[src/rtl/gshare_predictor.sv]
// Gshare direction predictor: PC^GHR-indexed 2-bit counter table with a reset
// sweep, single-cycle read-modify-write training and a saturating mispredict count.

module gshare_dp_array #(
   parameter int DEPTH = 32,
   parameter int AW    = 5,
   parameter int DW    = 2
) (
   input  logic          iClk,
   input  logic          iWe,
   input  logic [AW-1:0] iWAddr,
   input  logic [DW-1:0] iWData,
   output logic [DW-1:0] oWRdData,
   input  logic [AW-1:0] iRAddr,
   output logic [DW-1:0] oRData
);
   logic [DW-1:0] mem_q [DEPTH];

   assign oWRdData = mem_q[iWAddr];
   assign oRData   = mem_q[iRAddr];

   always_ff @(posedge iClk) begin
      if (iWe) mem_q[iWAddr] <= iWData;
   end
endmodule

module gshare_predictor #(
   parameter  int ENTRIES = 32,
   parameter  int GHR_W   = 5,
   parameter  int PC_W    = 16,
   parameter  int CNT_W   = 16,
   localparam int IDX_W   = $clog2(ENTRIES)
) (
   input  logic             iClk,
   input  logic             iRstN,
   input  logic [PC_W-1:0]  iFetchPc,
   input  logic             iFetchValid,
   output logic             oPredTaken,
   output logic [IDX_W-1:0] oPredIndex,
   output logic             oReady,
   input  logic             iUpdValid,
   input  logic [IDX_W-1:0] iUpdIndex,
   input  logic             iUpdTaken,
   input  logic             iUpdMispredict,
   output logic [CNT_W-1:0] oMispredCount
);
   typedef enum logic {ST_INIT, ST_RUN} state_e;

   state_e           state_q, state_d;
   logic [IDX_W-1:0] sweep_q, sweep_d;
   logic [GHR_W-1:0] ghr_q, ghr_d;
   logic [CNT_W-1:0] mcnt_q, mcnt_d;
   logic [GHR_W:0]   ghr_ext;
   logic             run, we;
   logic [IDX_W-1:0] waddr;
   logic [1:0]       wdata, wr_back, rd_cnt;
   logic             unused_pc;

   assign unused_pc = ^{iFetchPc[PC_W-1:IDX_W+1], iFetchPc[0]};

   assign run           = (state_q == ST_RUN);
   assign oReady        = run;
   assign oPredIndex    = iFetchPc[IDX_W:1] ^ IDX_W'(ghr_q);
   assign oPredTaken    = run && iFetchValid && rd_cnt[1];
   assign oMispredCount = mcnt_q;

   // The sweep owns the write port during INIT; afterwards training does.
   assign we    = run ? iUpdValid : 1'b1;
   assign waddr = run ? iUpdIndex : sweep_q;

   always_comb begin
      wdata = 2'b01;
      if (run) begin
         if (iUpdTaken) wdata = (wr_back == 2'b11) ? 2'b11 : wr_back + 2'b01;
         else           wdata = (wr_back == 2'b00) ? 2'b00 : wr_back - 2'b01;
      end
   end

   always_comb begin
      state_d = state_q;
      sweep_d = sweep_q;
      ghr_d   = ghr_q;
      mcnt_d  = mcnt_q;
      ghr_ext = {ghr_q, iUpdTaken};
      if (!run) begin
         sweep_d = sweep_q + 1'b1;
         if (sweep_q == IDX_W'(ENTRIES - 1)) state_d = ST_RUN;
      end else if (iUpdValid) begin
         ghr_d = ghr_ext[GHR_W-1:0];
         if (iUpdMispredict && (mcnt_q != '1)) mcnt_d = mcnt_q + 1'b1;
      end
   end

   always_ff @(posedge iClk or negedge iRstN) begin
      if (!iRstN) begin
         state_q <= ST_INIT;
         sweep_q <= '0;
         ghr_q   <= '0;
         mcnt_q  <= '0;
      end else begin
         state_q <= state_d;
         sweep_q <= sweep_d;
         ghr_q   <= ghr_d;
         mcnt_q  <= mcnt_d;
      end
   end

   gshare_dp_array #(.DEPTH(ENTRIES), .AW(IDX_W), .DW(2)) u_tbl (
      .iClk     (iClk),
      .iWe      (we),
      .iWAddr   (waddr),
      .iWData   (wdata),
      .oWRdData (wr_back),
      .iRAddr   (oPredIndex),
      .oRData   (rd_cnt)
   );
endmodule

[config.mk]
export PLATFORM = sky130hd
export DESIGN_NAME = gshare_predictor
export DESIGN_NICKNAME = d
export VERILOG_FILES = /design/src/rtl/gshare_predictor.sv
export SDC_FILE = /design/constraint.sdc
export NUM_CORES = 1
export LEC_CHECK = 0
export ABC_AREA = 1
export CORE_ASPECT_RATIO = 1.75
export CORE_MARGIN = 10
export CORE_UTILIZATION = 40
export DETAILED_ROUTE_END_ITERATION = 8
export PLACE_DENSITY_LB_ADDON = 0.15
export SYNTH_ARGS = -nofsm -noshare
export SYNTH_HDL_FRONTEND = slang
export SYNTH_SLANG_ARGS = --single-unit
[constraint.sdc]
create_clock -name iClk -period 3.8 [get_ports iClk]
set_clock_uncertainty 0.15 [all_clocks]
set_input_delay 0.76 -clock iClk [delete_from_list [all_inputs] [get_ports iClk]]
set_output_delay 0.76 -clock iClk [all_outputs]
set_load 0.05 [all_outputs]
==> impl_summary.txt, run 1 <==
----------------------------------------------------
[Flow run]
  Max-cap viol count ... 0

[Route]
  Average wire per standard cell ... around 17 microns
  Initial DRT Pass Iterations ... 5
  Drc violations ... 0
  Total via count in the routed design ... roughly 3800
  Total wirelength of the detailed-routed design ... 12800 microns
  Routed via count divided by cell count ... around 5.2
  Remaining number of nets flagged by the antenna check after routing ... 0
  First-iteration detailed-routing DRC count ... ~260

[GRT]
  Global-route wire length before repair ... between 20000 and 25000 microns
  Pin count of the biggest net entering global routing ... 33
  Met2 Resource Use GR ... 0.303
  Met1 routing resource usage after global routing ... 0.163
  Number of global-route vias before repair ... 4023
  Overall fraction of global-route tracks in use ... 0.162
  Initial antenna violation count ... 0
  GR peak layer ... met2
  Met3 capacity usage during global routing ... 0.0376
  Total global routing overflow ... 0

[Power]
  Fraction of power consumed by the clock network ... 0.314
  Combinational Power Share ... 0.242
  Cell Pwr Density ... 483 mW/mm^2
  Sequential share of power ... 0.443
  Total internal power ... roughly 1800 uW
  Max IR drop VDD ... 0.466 mV
  Net Switching ... approximately 850 uW
  Sw frac ... 0.316
  Leakage ... between 0.002 and 0.0025 uW

[Logic synthesis]
  Synth area leader ... sky130_fd_sc_hd__edfxtp_1
  Share of synthesized flip-flops with an asynchronous set or reset ... 0.297
  Area of the mapped netlist ... approximately 0.0047 sq mm
  Synthesized area per cell ... roughly 8.5 sq um
  Most used flip-flop cell after synthesis ... sky130_fd_sc_hd__edfxtp_1
  Yosys synthesis warning count ... 0
  Synth top cells by count ... 170 x sky130_fd_sc_hd__nand2_1, 76 x sky130_fd_sc_hd__nor2_1, 75 x sky130_fd_sc_hd__nand3_1, 64 x sky130_fd_sc_hd__edfxtp_1, 46 x sky130_fd_sc_hd__inv_1
  Post-synthesis net count ... approximately 580
  Top-area cell type share of the netlist area ... 0.410
  Top post-synthesis cells by area ... sky130_fd_sc_hd__edfxtp_1 41%, sky130_fd_sc_hd__dfrtp_1 14%, sky130_fd_sc_hd__nand2_1 14%, sky130_fd_sc_hd__nand3_1 8.0%, sky130_fd_sc_hd__nor2_1 6.1%
  Library cell with the highest instance count after synthesis ... sky130_fd_sc_hd__nand2_1
  Number of library cell types mapped by synthesis ... 28
  Cell count after synthesis ... roughly 550
  Post-synthesis sequential area ratio ... 0.554
  Post-synthesis register bit count ... 91
  Number of flops mapped to enable cells by yosys ... 64

[Critical path]
  Worst flop-to-flop path startpoint ... oReady
  Cell occurring most often along the worst timing path ... sky130_fd_sc_hd__nand3_1
  Worst R2R End ... u_tbl.mem_q[22][1]
  Arrival time worst endpoint ... 2.48 ns
  Length in cells of the worst reg-to-reg path ... 11
  Count of buffering cells on the critical path with inverters included ... 4
  Reg2reg setup slack ... around 0.74 ns
  Kind of launch point of the worst setup path ... input port
  Largest fanout on the critical path ... 5
  Worst setup path class ... in2out
  Category of the worst setup path capture point ... primary output
  Critical-path cell list ... clkdlybuf4s50_1 > xnor2_4 > clkinv_1 > buf_4 > nand3_1 > nand3_1 > nand3_1 > nand3_1 > a21oi_2 > buf_12
  Delay contributed by the slowest stage of the critical path ... 0.56 ns
  CP top delay family ... buffers and inverters
  Critical-path cell with the highest stage delay ... sky130_fd_sc_hd__clkdlybuf4s50_1
  Data required time at the worst endpoint ... 2.89 ns
  Start point of the critical path ... iFetchPc[2]

[Placement]
  Number of cells in the design after placement ... slightly above 700
  Detailed-placement wirelength estimate ... roughly 9300 microns
  Final estimated routing congestion in global placement ... roughly 0.86
  Number of buffers added on ports ... 38

[Die]
  Core Box Area ... 0.0115 sq mm
  Count of boundary I/O pins ... 50
  Initial Util ... 0.407
  Floorplan die area ... ~0.017 sq mm
  Die outline height ... approximately 160 microns
  Die X-Extent ... 102 microns
  Rows ... 52

[Run status]
  Result of the run ... complete, no violations

[Finish]
  Synth-to-layout area growth ... 18.5%
  Final net count ... between 600 and 700
  Fraction of final layout cells with drive strength greater than 1 ... 0.0731
  Finished Layout Cells ... 737
  Diode insertion count for antenna repair ... 0

[Timing]
  Number of slew-limit violations in the final report ... 0
  Upper clock frequency limit ... around 300 MHz
  Time the final worst path needs with I/O delays and setup ... about 3.4 ns
  RSZ-0062 raised after global routing ... no
  Hold Vio Cnt, Final ... 0
  Worst slew slack as a fraction of its limit ... 0.449
  Final setup violation count ... 0
  TNS Setup ... 0 ns
  Least-Margin Pin Slew ... around 0.83 ns
  Worst slack on hold paths ... 0.369 ns
  Fraction of the cycle the final worst path needs ... 0.891

[Clock network]
  Number of resized instances in the post-cts repair step ... 0
  H-tree depth reported by CTS ... 3
  Clock Sink Count ... between 90 and 100
  Buffers from clock root to sink, at most ... 2
  Clock tree from TritonCTS ... yes
  Count of buffers added by post-CTS timing repair for setup ... 0
  Clock latency on the worst-skew pair ... 0.33 ns
  Number of buffers inserted for hold repair after clock tree synthesis ... 0
  Clock input transition at the sequential cells of the worst setup and hold paths ... ~0.060 ns
  Number of buffers created by CTS ... 9
  Root buffer cell ... sky130_fd_sc_hd__clkbuf_16

[Hold path]
  Endpoint of the worst hold-timing path ... ghr_q[0]
  Number of cells on the worst hold path ... 2
  Hold path start ... ghr_q[0]
  Class of the tightest hold or removal check ... reg2reg

----------------------------------------------------
## placed cells by master, fill, tap and decap left out, types with 2 or more instances in the layout
master / instances
sky130_fd_sc_hd__nand3_1: 75
sky130_fd_sc_hd__ha_1: 3
sky130_fd_sc_hd__nand2_2: 2
sky130_fd_sc_hd__nor4_1: 2
sky130_fd_sc_hd__nor2_1: 76
sky130_fd_sc_hd__nor3_1: 7
sky130_fd_sc_hd__buf_4: 15
sky130_fd_sc_hd__a21oi_1: 2
sky130_fd_sc_hd__xnor2_1: 6
sky130_fd_sc_hd__inv_2: 2
sky130_fd_sc_hd__o21ai_0: 22
sky130_fd_sc_hd__clkdlybuf4s50_1: 35
sky130_fd_sc_hd__nand2_4: 2
sky130_fd_sc_hd__xor2_1: 13
sky130_fd_sc_hd__inv_1: 46
sky130_fd_sc_hd__clkbuf_16: 10
sky130_fd_sc_hd__dfrtp_1: 27
sky130_fd_sc_hd__nand2_1: 170
sky130_fd_sc_hd__edfxtp_1: 64
sky130_fd_sc_hd__buf_12: 2
sky130_fd_sc_hd__a21oi_2: 2
sky130_fd_sc_hd__o21ai_1: 5
sky130_fd_sc_hd__clkinv_4: 2
sky130_fd_sc_hd__or2_2: 2
sky130_fd_sc_hd__clkbuf_1: 3
## how the worst max path moves through the flow
stage	end	slack [ns]	depth (start not counted)
after CTS	oPredTaken	0.42	10
after global routing	oPredTaken	0.28	13
after global placement	oPredTaken	0.42	10
after floorplan	oPredTaken	0.28	10
final	oPredTaken	0.41	10
after detailed placement	u_tbl.mem_q[26][1]	0.41	12
## power groups by stage
stage	Sequential [uW]	Combinational [uW]	Clock (uW)
2_1_floorplan	1320	286	0
3_3_place_gp	1210	648	0
6_report	1190	651	844
4_1_cts	1190	657	858
3_5_place_dp	1210	654	0
5_1_grt	1200	712	903
## tightest hold or removal path, stage by stage, from the launching register on
cell	delay [ns]
sky130_fd_sc_hd__dfrtp_1	0.36
sky130_fd_sc_hd__nand2_1	0.05
sky130_fd_sc_hd__o21ai_0	0.06
## registers in the layout, summed over array words and instances (netlist names)
| name | cells |
|---|---|
| oReady | 1 |
| u_tbl.mem_q | 64 |
| oMispredCount | 16 |
| ghr_q | 5 |
| sweep_q | 5 |
## metrics by stage
stage          cell area, sq um  worst slack (ns)  power, uW  utilization
6_report                   5560             0.413       2690        0.483
5_1_grt                    5560             0.280       2810        0.483
4_1_cts                    5560             0.422       2710        0.483
3_5_place_dp               5280             0.414       1860        0.458
3_3_place_gp               5280             0.417       1860        0.458
2_1_floorplan              4690             0.276       1610            -
## final cells by class
cell class,count,area [sq um]
Sequential cell,91,2600
Inverter,50,190
Clock inverter,3,22.5
Fill cell,1132,5960
Multi-Input combinational cell,393,1820
Tap cell,135,169
Clock buffer,13,262
Timing Repair Buffer,52,503
## cell families (layout without fill, tap and decap cells)
group / after synthesis / in the layout / share of synthesized area
and+or+nand+nor: 336 / 336 / 0.297
DFF: 91 / 91 / 0.554
AOI/OAI and AO/OA: 33 / 33 / 0.0365
buffers and inverters: 65 / 118 / 0.0608
muxes: 1 / 1 / 0.00240
xor gates and xnor gates: 20 / 20 / 0.0413
adders and majority gates: 3 / 3 / 0.00800
## routing by layer
metal | vias to the layer above | wire length [microns]
li1 | 1890 | -
met1 | 1809 | 4720
met2 | 117 | 6990
met3 | 21 | 735
met4 | 0 | 358
met5 | - | 0
(Power assumes the default switching activity.)
==> inputs of run 2 (changes only) <==
- SYNTH_HIERARCHICAL: unset -> 1
==> impl_summary.txt, run 2 <==
----------------------------------------------------
[Power]
  Max IR drop VDD ... 0.324 mV
  Combinational Power Share ... 0.186
  Sw frac ... 0.286
  Net Switching ... between 700 and 800 uW
  Sequential share of power ... 0.455
  Cell Pwr Density ... 459 mW/mm^2
  Leakage ... ~0.0023 uW
  Total internal power ... about 1800 uW
  Fraction of power consumed by the clock network ... 0.359

[Timing]
  Final setup violation count ... 0
  Number of slew-limit violations in the final report ... 0
  TNS Setup ... 0 ns
  Least-Margin Pin Slew ... 0.586 ns
  RSZ-0062 raised after global routing ... no
  Final worst slack ... approximately 0.17 ns
  Hold Vio Cnt, Final ... 0
  Upper clock frequency limit ... roughly 280 MHz
  Worst slew slack as a fraction of its limit ... 0.607
  Fraction of the cycle the final worst path needs ... 0.956
  Time the final worst path needs with I/O delays and setup ... between 3 and 4 ns
  Worst slack on hold paths ... around 0.36 ns

[Critical path]
  Category of the worst setup path capture point ... primary output
  Kind of launch point of the worst setup path ... input port
  Worst setup path class ... in2out
  Data required time at the worst endpoint ... 2.89 ns
  Largest fanout on the critical path ... 16
  Arrival time worst endpoint ... about 2.7 ns

[Clock network]
  Clock latency on the worst-skew pair ... around 0.34 ns
  Clock Sink Count ... slightly above 90
  Root buffer cell ... sky130_fd_sc_hd__clkbuf_16
  Number of buffers inserted for hold repair after clock tree synthesis ... 0
  Buffers from clock root to sink, at most ... 2
  H-tree depth reported by CTS ... 3
  Clock tree from TritonCTS ... yes
  Number of buffers created by CTS ... 9
  Clock input transition at the sequential cells of the worst setup and hold paths ... 0.06 ns

[Logic synthesis]
  Yosys synthesis warning count ... 6
  Post-synthesis net count ... 576
  Cell count after synthesis ... between 500 and 600
  Synthesized area per cell ... around 8.5 sq um
  Area of the mapped netlist ... approximately 0.0046 sq mm

[Route]
  First-iteration detailed-routing DRC count ... 196
  Drc violations ... 0
  Remaining number of nets flagged by the antenna check after routing ... 0
  Average wire per standard cell ... 16.5 microns
  Initial DRT Pass Iterations ... 4
  Routed via count divided by cell count ... 5.16
  Total wirelength of the detailed-routed design ... around 12000 microns
  Total via count in the routed design ... ~3800

[Finish]
  Fraction of final layout cells with drive strength greater than 1 ... 0.0912
  Final net count ... slightly above 600
  Diode insertion count for antenna repair ... 0
  Synth-to-layout area growth ... 18.3%
  Number of fillers in the final layout ... roughly 1200
  Largest register by flop count ... u_tbl/mem_q
  Commonest non-fill, non-tap cell in the layout ... sky130_fd_sc_hd__nand2_1
  Number of flip-flops in the largest register ... between 60 and 70
  Commonest cells after routing, fill and taps aside ... 230 x sky130_fd_sc_hd__nand2_1, 64 x sky130_fd_sc_hd__edfxtp_1, 52 x sky130_fd_sc_hd__nor2_1, 46 x sky130_fd_sc_hd__nand3_1, 39 x sky130_fd_sc_hd__inv_1

[GRT]
  Overall fraction of global-route tracks in use ... 0.151
  GR peak layer ... met2
  Number of global-route vias before repair ... a little under 4000
  Pin count of the biggest net entering global routing ... 33
  Global-route wire length before repair ... 19100 microns
  Met1 routing resource usage after global routing ... 0.142
  Met3 capacity usage during global routing ... 0.0327
  Initial antenna violation count ... 0
  Met2 Resource Use GR ... 0.288
  Total global routing overflow ... 0

[Die]
  Core Box Area ... around 0.011 sq mm
  Floorplan die area ... 0.0165 sq mm
  Count of boundary I/O pins ... 50
  Die outline height ... 163 microns
  Initial Util ... 0.405
  Die X-Extent ... 101 microns
  Rows ... 52

[Run status]
  Result of the run ... complete, no violations

[Placement]
  Worst Setup Slack post-DPL ... 0.158 ns
  Number of buffers added on ports ... 38
  Final estimated routing congestion in global placement ... just under 0.9
  Detailed-placement wirelength estimate ... between 8000 and 9000 microns

[Flow run]
  Max-cap viol count ... 0

[Hold path]
  Class of the tightest hold or removal check ... reg2reg

----------------------------------------------------
[run 2: changes by cell type in the layout (fill, tap and decap cells not counted), sizes merged, moves of 3 or more]
cell and delta:
clkbuf -3, clkinv -3, inv -3, nand2 +61, nand3 -29, nand4 +17
nor2 -17, nor3 +3, o21ai -24, xnor2 -4, xor2 -4
[run 2: stage by stage]
stage | instance area [sq um] | cells | utilization | power, uW
final | 5490 | 727 | 0.480 | 2520
after floorplan | 4660 | 546 | - | 1470
after global placement | 5180 | 711 | 0.452 | 1630
after detailed placement | 5180 | 711 | 0.452 | 1640
after CTS | 5490 | 727 | 0.479 | 2550
after global routing | 5490 | 727 | 0.480 | 2640
[run 2: what timing repair did]
action / CTS / global route
hold endpoints to repair: 0 / 0
endpoints found under the setup margin: 0 / 1
gates resized for setup: 0 / 1
buffers inserted: 0 / 0
[run 2: power groups by stage]
| stage | sequential [uW] | clock [uW] | combinational (uW) |
|---|---|---|---|
| after floorplan | 1210 | 0 | 255 |
| after global placement | 1170 | 0 | 466 |
| after detailed placement | 1170 | 0 | 470 |
| after CTS | 1150 | 933 | 472 |
| after global routing | 1150 | 975 | 513 |
| final | 1150 | 906 | 469 |
[run 2: critical path: stages]
cell and delay [ns]:
sky130_fd_sc_hd__clkdlybuf4s50_1 0.50, sky130_fd_sc_hd__xor2_2 0.25, sky130_fd_sc_hd__inv_2 0.20, sky130_fd_sc_hd__nand2_1 0.10
sky130_fd_sc_hd__nand3_1 0.06, sky130_fd_sc_hd__nand3_1 0.14, sky130_fd_sc_hd__nand2_1 0.07, sky130_fd_sc_hd__nand2_1 0.06
sky130_fd_sc_hd__nand2_1 0.05, sky130_fd_sc_hd__nand2_1 0.05, sky130_fd_sc_hd__nand2_1 0.10, sky130_fd_sc_hd__and3_1 0.20
sky130_fd_sc_hd__buf_4 0.18
[run 2: path summary, 6_finish.rpt]
kind | to | slack, ns | startpoint | cells after the start
setup / recovery | oPredTaken | 0.17 | iFetchPc[1] | 13
hold / removal | sweep_q[3] | 0.36 | sweep_q[3] | 2
setup reg to reg | u_tbl/mem_q[9][0] | 0.73 | oReady | 11
hold reg to reg | sweep_q[3] | 0.36 | sweep_q[3] | 2
max in group asynchronous | ghr_q[2] | 2.56 | iRstN | 2
min in group asynchronous | oMispredCount[7] | 0.65 | iRstN | 2
[run 2: area by class of cell]
class,instances,area [sq um],share of cell area
sequential,91,2600,0.473
multi-input combinational,391,1760,0.321
timing repair buffer,50,489,0.0891
clock buffer,10,239,0.0435
tap,135,169,0.0308
inverter,44,165,0.0301
clock inverter,6,71.3,0.0130
[run 2: metal layers]
layer  vias up  routed length [microns]
li1       1837                        -
met1      1764                     4140
met2       123                     6750
met3        26                      655
met4         0                      443
met5         -                        0
